==> src/rtl/i2c_master_ctrl.sv <==
// i2c_master_ctrl
//   I2C bus master that runs a single 16-bit register write or read per
//   request, addressed by an 8-bit register pointer in the slave at DEV_ADDR.
//   SDA is split into oSDA (master drive, 1 = released) and iSDA (slave
//   drive) to model the open-drain wire.
// Ports
//   CLK, Reset        clock (rising edge), async active-low reset
//   start             request, sampled only while idle
//   rnw               1 = read, 0 = write (captured with start)
//   reg_addr          register pointer (captured with start)
//   wr_data           write word, MSB byte first (captured with start)
//   iSDA              SDA as driven by the slave (ACK / read data)
//   SCL, oSDA         bus clock and master SDA drive
//   rd_data           read word, updated only by an error-free read
//   busy              high from the cycle after accept up to the done cycle
//   done              one-cycle end-of-transaction pulse
//   ack_err           slave NACK seen; held until the next accepted start
module i2c_master_ctrl #(
  parameter int         CLK_DIV  = 4,
  parameter logic [6:0] DEV_ADDR = 7'h22
) (
  input  logic        CLK,
  input  logic        Reset,
  input  logic        start,
  input  logic        rnw,
  input  logic [7:0]  reg_addr,
  input  logic [15:0] wr_data,
  input  logic        iSDA,
  output logic        SCL,
  output logic        oSDA,
  output logic [15:0] rd_data,
  output logic        busy,
  output logic        done,
  output logic        ack_err
);

  localparam int CW = $clog2(2 * CLK_DIV);
  localparam logic [CW-1:0] HALF      = CW'(CLK_DIV);
  localparam logic [CW-1:0] MID       = CW'(CLK_DIV + CLK_DIV / 2);
  localparam logic [CW-1:0] LAST      = CW'(2 * CLK_DIV - 1);
  localparam logic [CW-1:0] STOP_LAST = CW'(2 * CLK_DIV - 2);

  localparam logic [2:0] S_IDLE   = 3'd0;
  localparam logic [2:0] S_START  = 3'd1;
  localparam logic [2:0] S_TX     = 3'd2;
  localparam logic [2:0] S_ACKRX  = 3'd3;
  localparam logic [2:0] S_RSTART = 3'd4;
  localparam logic [2:0] S_RX     = 3'd5;
  localparam logic [2:0] S_ACKTX  = 3'd6;
  localparam logic [2:0] S_STOP   = 3'd7;

  logic [2:0]    state;
  logic [CW-1:0] cnt;       // cycle within the current bit period
  logic [3:0]    bit_cnt;   // 7..0, MSB first
  logic [2:0]    byte_cnt;  // selects the phase of the transaction
  logic [7:0]    tx_byte;
  logic [15:0]   rx_sh;     // both read bytes shift through here
  logic          rnw_q;
  logic [7:0]    reg_q;
  logic [15:0]   wd_q;
  logic          bit_end;
  logic          scl_hi;

  assign bit_end = (cnt == LAST);

  always_ff @(posedge CLK or negedge Reset) begin
    if (!Reset) begin
      state    <= S_IDLE;
      cnt      <= '0;
      bit_cnt  <= '0;
      byte_cnt <= '0;
      tx_byte  <= '0;
      rx_sh    <= '0;
      rnw_q    <= 1'b0;
      reg_q    <= '0;
      wd_q     <= '0;
      rd_data  <= '0;
      busy     <= 1'b0;
      done     <= 1'b0;
      ack_err  <= 1'b0;
    end else begin
      done <= 1'b0;
      if (state != S_IDLE) cnt <= bit_end ? '0 : cnt + 1'b1;
      case (state)
        S_IDLE: if (start) begin
          rnw_q    <= rnw;
          reg_q    <= reg_addr;
          wd_q     <= wr_data;
          ack_err  <= 1'b0;
          busy     <= 1'b1;
          byte_cnt <= '0;
          cnt      <= '0;
          state    <= S_START;
        end
        S_START, S_RSTART: if (bit_end) begin
          state   <= S_TX;
          bit_cnt <= 4'd7;
          // Address byte: R/W bit is 1 only after the repeated START.
          tx_byte <= {DEV_ADDR, state == S_RSTART};
        end
        S_TX: if (bit_end) begin
          if (bit_cnt == 4'd0) state <= S_ACKRX;
          else bit_cnt <= bit_cnt - 4'd1;
        end
        S_ACKRX: if (bit_end) begin
          if (iSDA) begin
            ack_err <= 1'b1;
            state   <= S_STOP;
          end else begin
            byte_cnt <= byte_cnt + 3'd1;
            bit_cnt  <= 4'd7;
            case (byte_cnt)
              3'd0: begin
                state   <= S_TX;
                tx_byte <= reg_q;
              end
              3'd1: if (rnw_q) state <= S_RSTART;
                    else begin
                      state   <= S_TX;
                      tx_byte <= wd_q[15:8];
                    end
              3'd2: if (rnw_q) state <= S_RX;
                    else begin
                      state   <= S_TX;
                      tx_byte <= wd_q[7:0];
                    end
              default: state <= S_STOP;
            endcase
          end
        end
        S_RX: if (bit_end) begin
          rx_sh <= {rx_sh[14:0], iSDA};
          if (bit_cnt == 4'd0) state <= S_ACKTX;
          else bit_cnt <= bit_cnt - 4'd1;
        end
        S_ACKTX: if (bit_end) begin
          if (byte_cnt == 3'd3) begin
            byte_cnt <= 3'd4;
            bit_cnt  <= 4'd7;
            state    <= S_RX;
          end else begin
            rd_data <= rx_sh;
            state   <= S_STOP;
          end
        end
        // STOP is one cycle short: its final cycle is the idle/done cycle,
        // where the bus already shows SCL=1, SDA=1.
        S_STOP: if (cnt == STOP_LAST) begin
          state <= S_IDLE;
          busy  <= 1'b0;
          done  <= 1'b1;
          cnt   <= '0;
        end
        default: state <= S_IDLE;
      endcase
    end
  end

  // Bus pins decode straight from registered state so that an async reset
  // releases the bus in the same cycle.
  always_comb begin
    scl_hi = (cnt >= HALF);
    SCL    = 1'b1;
    oSDA   = 1'b1;
    case (state)
      S_START, S_RSTART: begin
        // Low half with SDA released, then SDA falls mid high half.
        SCL  = scl_hi;
        oSDA = (cnt < MID);
      end
      S_TX: begin
        SCL  = scl_hi;
        oSDA = tx_byte[bit_cnt[2:0]];
      end
      S_ACKRX, S_RX: SCL = scl_hi;
      S_ACKTX: begin
        SCL  = scl_hi;
        oSDA = (byte_cnt == 3'd4);  // ACK after byte1, NACK after byte0
      end
      S_STOP: begin
        SCL  = scl_hi;
        oSDA = (cnt >= MID);
      end
      default: ;
    endcase
  end

endmodule

==> config.mk <==
export PLATFORM = sky130hd
export DESIGN_NAME = i2c_master_ctrl
export DESIGN_NICKNAME = d
export VERILOG_FILES = /design/src/rtl/i2c_master_ctrl.sv
export SDC_FILE = /design/constraint.sdc
export NUM_CORES = 1
export LEC_CHECK = 0
export ABC_AREA = 1
export CAP_MARGIN = 10
export CORE_AREA = 4 4 84 86
export CTS_BUF_LIST = sky130_fd_sc_hd__clkbuf_4
export CTS_CLUSTER_SIZE = 14
export DETAILED_ROUTE_END_ITERATION = 10
export DIE_AREA = 0 0 88 90
export DONT_BUFFER_PORTS = 1
export PLACE_DENSITY = 0.91
export SYNTH_ARGS = -nofsm -noshare
export SYNTH_HDL_FRONTEND = slang
export SYNTH_SLANG_ARGS = --single-unit
export TNS_END_PERCENT = 100
==> constraint.sdc <==
create_clock -name CLK -period 3.6 [get_ports CLK]
set_clock_uncertainty 0.1 [all_clocks]
set_input_delay 0.72 -clock CLK [delete_from_list [all_inputs] [get_ports CLK]]
set_output_delay 0.72 -clock CLK [all_outputs]
set_load 0.02 [all_outputs]
==> results.py <==
metrics = {
    "timing": {
        "fmax_mhz": 372,
        "setup_violations": 0,
        "hold_violations": 0,
        "rsz0062_at_grt": "false",
        "worst_pin_slew_ns": 0.597,
        "layout_min_cycle_time_ns": 2.69,
        "setup_tns_ns": 0,
        "timing.final.crit_share_pct": 74.7,
        "slew_headroom_pct": 60.1,
        "slew_violations": 0,
    },
    "layout": {
        "drive_above_1_share_pct": 8.78,
        "nets": 556,
        "area_growth_pct": 5.03,
        "n_antenna_cell": 0,
    },
    "clock_network": {
        "cts_sinks": 81,
        "clk-insertion-delay-late_ns": 0.42,
        "path_clk_slew_ns": 0.14,
        "numCtsBuffers": 9,
        "cts_tree": "done",
        "ctsRootBufferMaster": "clkbuf_4",
        "cts_resized": 0,
        "htreeDepth": 3,
        "cts.path.max_buffers": 2,
    },
    "routing": {
        "avgViaCountPerCell": 5.45,
        "wl_per_cell_um": 13.2,
        "vias": 3273,
        "drc_errors": 0,
        "drtAntennaViolNets": 0,
        "drtIter0Drc": 197,
        "dr.pass1.iters": 5,
        "wl_um": 7950,
    },
    "yosys": {
        "synth_compound_area_share_pct": 7.10,
        "synth_top_family_by_area": "simple AND/OR/NAND/NOR gates",
        "synth.area.mux_share_pct": 0,
        "synth_nets": 556,
        "ys_warn_count": 0,
        "synthAdderAreaFrac_pct": 2.51,
        "synth.top_cells.by_area": "dfrtp_1 (51%), nand2_1 (19%), nand3_1 (4.9%)",
        "synth-xor-area-share_pct": 0,
        "ys_seq_elements": 81,
        "yosys.cell_types.count": 21,
        "synth_area_leader_cell": "dfrtp_1",
        "netlist_instances": 519,
        "synth-simple-area-share_pct": 32.7,
        "yosysTopAreaCellShare_pct": 50.9,
        "ys_seq_area_share_pct": 50.9,
        "avgSynthCellArea_um2": 7.67,
        "syn_area_mm2": 0.00398,
    },
    "pwr": {
        "report.power.total_mw": 3.19,
        "power.switching_mw": 1.41,
        "power_frac_comb_pct": 38.7,
        "power_frac_seq_pct": 44.3,
        "power.density_mw_per_mm2": 764,
        "switching_share_pct": 44.3,
        "internal_power_mw": 1.78,
        "max-vdd-ir-drop_v": 0.000552,
        "p_leak_nw": 2.19,
        "p_clk_share_pct": 16.9,
    },
    "worst_setup_path": {
        "cp.required_ns": 2.78,
        "path_cells": "inv_2 > nand3_1 > nand2_1 > o21ai_0 > nand3_1 > inv_1 > nand3_1",
        "setup.reg_to_reg.worst_slack_ns": 1.50,
        "cp-end-kind": "primary output",
        "worst_ep_arrival_time_ns": 1.87,
        "worst-path-max-fanout": 10,
        "start_kind": "flip-flop",
        "cpMaxStageDelayCell": "dfrtp_1",
        "worstRegToRegCells": 6,
        "critPathMostFrequentCell": "nand3_1",
        "cp_slowest_stage_delay_ns": 0.58,
        "worstSetupPathType": "flip-flop to primary output",
    },
    "floorplan": {
        "core_mm2": 0.00628,
        "die_h_um": 90,
        "start_util_pct": 63.4,
        "fp-row-count": 29,
        "die-area_mm2": 0.00792,
        "ios": 50,
        "die_w_um": 88,
    },
    "grt": {
        "grt_pass1_wl_um": 13800,
        "grt_pass1_vias": 3064,
        "antenna_found_initial": 0,
        "grt_max_degree": 82,
        "grt-ovfl-total": 0,
        "grt_usage_pct": 21.7,
    },
    "placement": {
        "place.port_buffers": 0,
        "dp_hpwl_um": 5730,
        "gp_congestion": 0.919,
    },
    "status": {
        "status": "completed",
    },
    "min_path": {
        "holdCritPathClass": "primary input to asynchronous set/reset pin",
    },
    "flow_run": {
        "cap_violations": 0,
    },
}
[path summary, 6_finish.rpt]
path,start,to
max reg2reg,state[2]$_DFFE_PN0P_,wd_q[0]$_DFFE_PN0P_
max in group asynchronous,Reset,tx_byte[7]$_DFFE_PN0P_
min,Reset,rd_data[11]$_DFFE_PN0P_
min in group CLK,reg_addr[4],reg_q[4]$_DFFE_PN0P_
min reg2reg,wd_q[8]$_DFFE_PN0P_,wd_q[8]$_DFFE_PN0P_
max,state[2]$_DFFE_PN0P_,oSDA
[power groups by stage]
stage	Clock (mW)	Sequential (mW)	Combinational, mW
2_1_floorplan	0	1.36	1.01
3_3_place_gp	0	1.42	1.16
3_5_place_dp	0	1.43	1.21
4_1_cts	0.551	1.41	1.23
5_1_grt	0.596	1.44	1.43
6_report	0.541	1.42	1.24
[layout make-up]
type,count,area (µm²)
fill,541,2100
inverter,53,199
multi-input combinational,372,1680
sequential,81,2030
clock inverter,6,65.1
timing repair buffer,2,35.0
tap,77,96.3
clock buffer,10,75.1
[cells by family after synthesis]
group,Yosys count
AO/OA/AOI/OAI,56
buffers and inverters,66
flip-flops,81
adder cells (fa/ha/maj),8
AND/OR/NAND/NOR,308
[worst max-delay path: cells and delay by family (launching register included)]
family	cells	cell delay (ns)
flip-flops	1	0.58
AND/OR/NAND/NOR	4	0.58
buffers and inverters	2	0.22
AO/OA/AOI/OAI	1	0.08
[synthesized netlist by cell type]
master and instances:
a21oi_1 20, buf_2 6, buf_4 4, clkbuf_1 3, dfrtp_1 81, ha_1 8, inv_1 44, inv_2 9
nand2_1 202, nand2_2 6, nand3_1 39, nand3_2 2, nand3b_1 3, nand4_1 6, nor2_1 39, nor2_2 7
nor2_4 3, o21ai_0 32, o21ai_1 3, o31ai_1 1, or2_2 1
[stage by stage]
step           utilization, %  hold WS [ns]  setup slack [ns]  instance area, µm²  instances
2_1_floorplan               -         0.324              1.60                3980        519
3_3_place_gp             63.9         0.326              1.45                4010        584
3_5_place_dp             63.9         0.326              1.41                4010        584
4_1_cts                  66.6        0.0739             0.916                4180        601
5_1_grt                  66.6        0.0497             0.721                4180        601
6_report                 66.6        0.0505             0.909                4180        601
[cell usage in the layout, fill, tap and decap left out, drive strengths merged, types with 2 or more instances in the layout]
cell and count:
a21oi 20, buf 2, clkbuf 10, clkinv 2, dfrtp 81, ha 8, inv 55, nand2 208
nand3 41, nand3b 3, nand4 6, nor2 49, o21ai 35
[metal layers]
layer / vias up / routed length, µm / track usage, %
li1: 1625 / - / -
met1: 1513 / 3510 / 30.1
met2: 122 / 3830 / 33.2
met3: 13 / 519 / 5.21
met4: 0 / 102 / 7.67
met5: - / 0 / 0
[state kept, by name, indices dropped and copies added, names as in the netlist, 3 cells and up]
| name | flops |
|---|---|
| rx_sh | 16 |
| rd_data | 16 |
| tx_byte | 8 |
| cnt | 3 |
| wd_q | 16 |
| reg_q | 8 |
| bit_cnt | 4 |
| state | 3 |
| byte_cnt | 3 |
[repair_timing]
action	4_1_cts	5_1_grt
endpoints found under the hold margin	81	0
setup buffers	0	0
hold buffers	1	0
No activity file was read; power rests on OpenSTA's default activity.
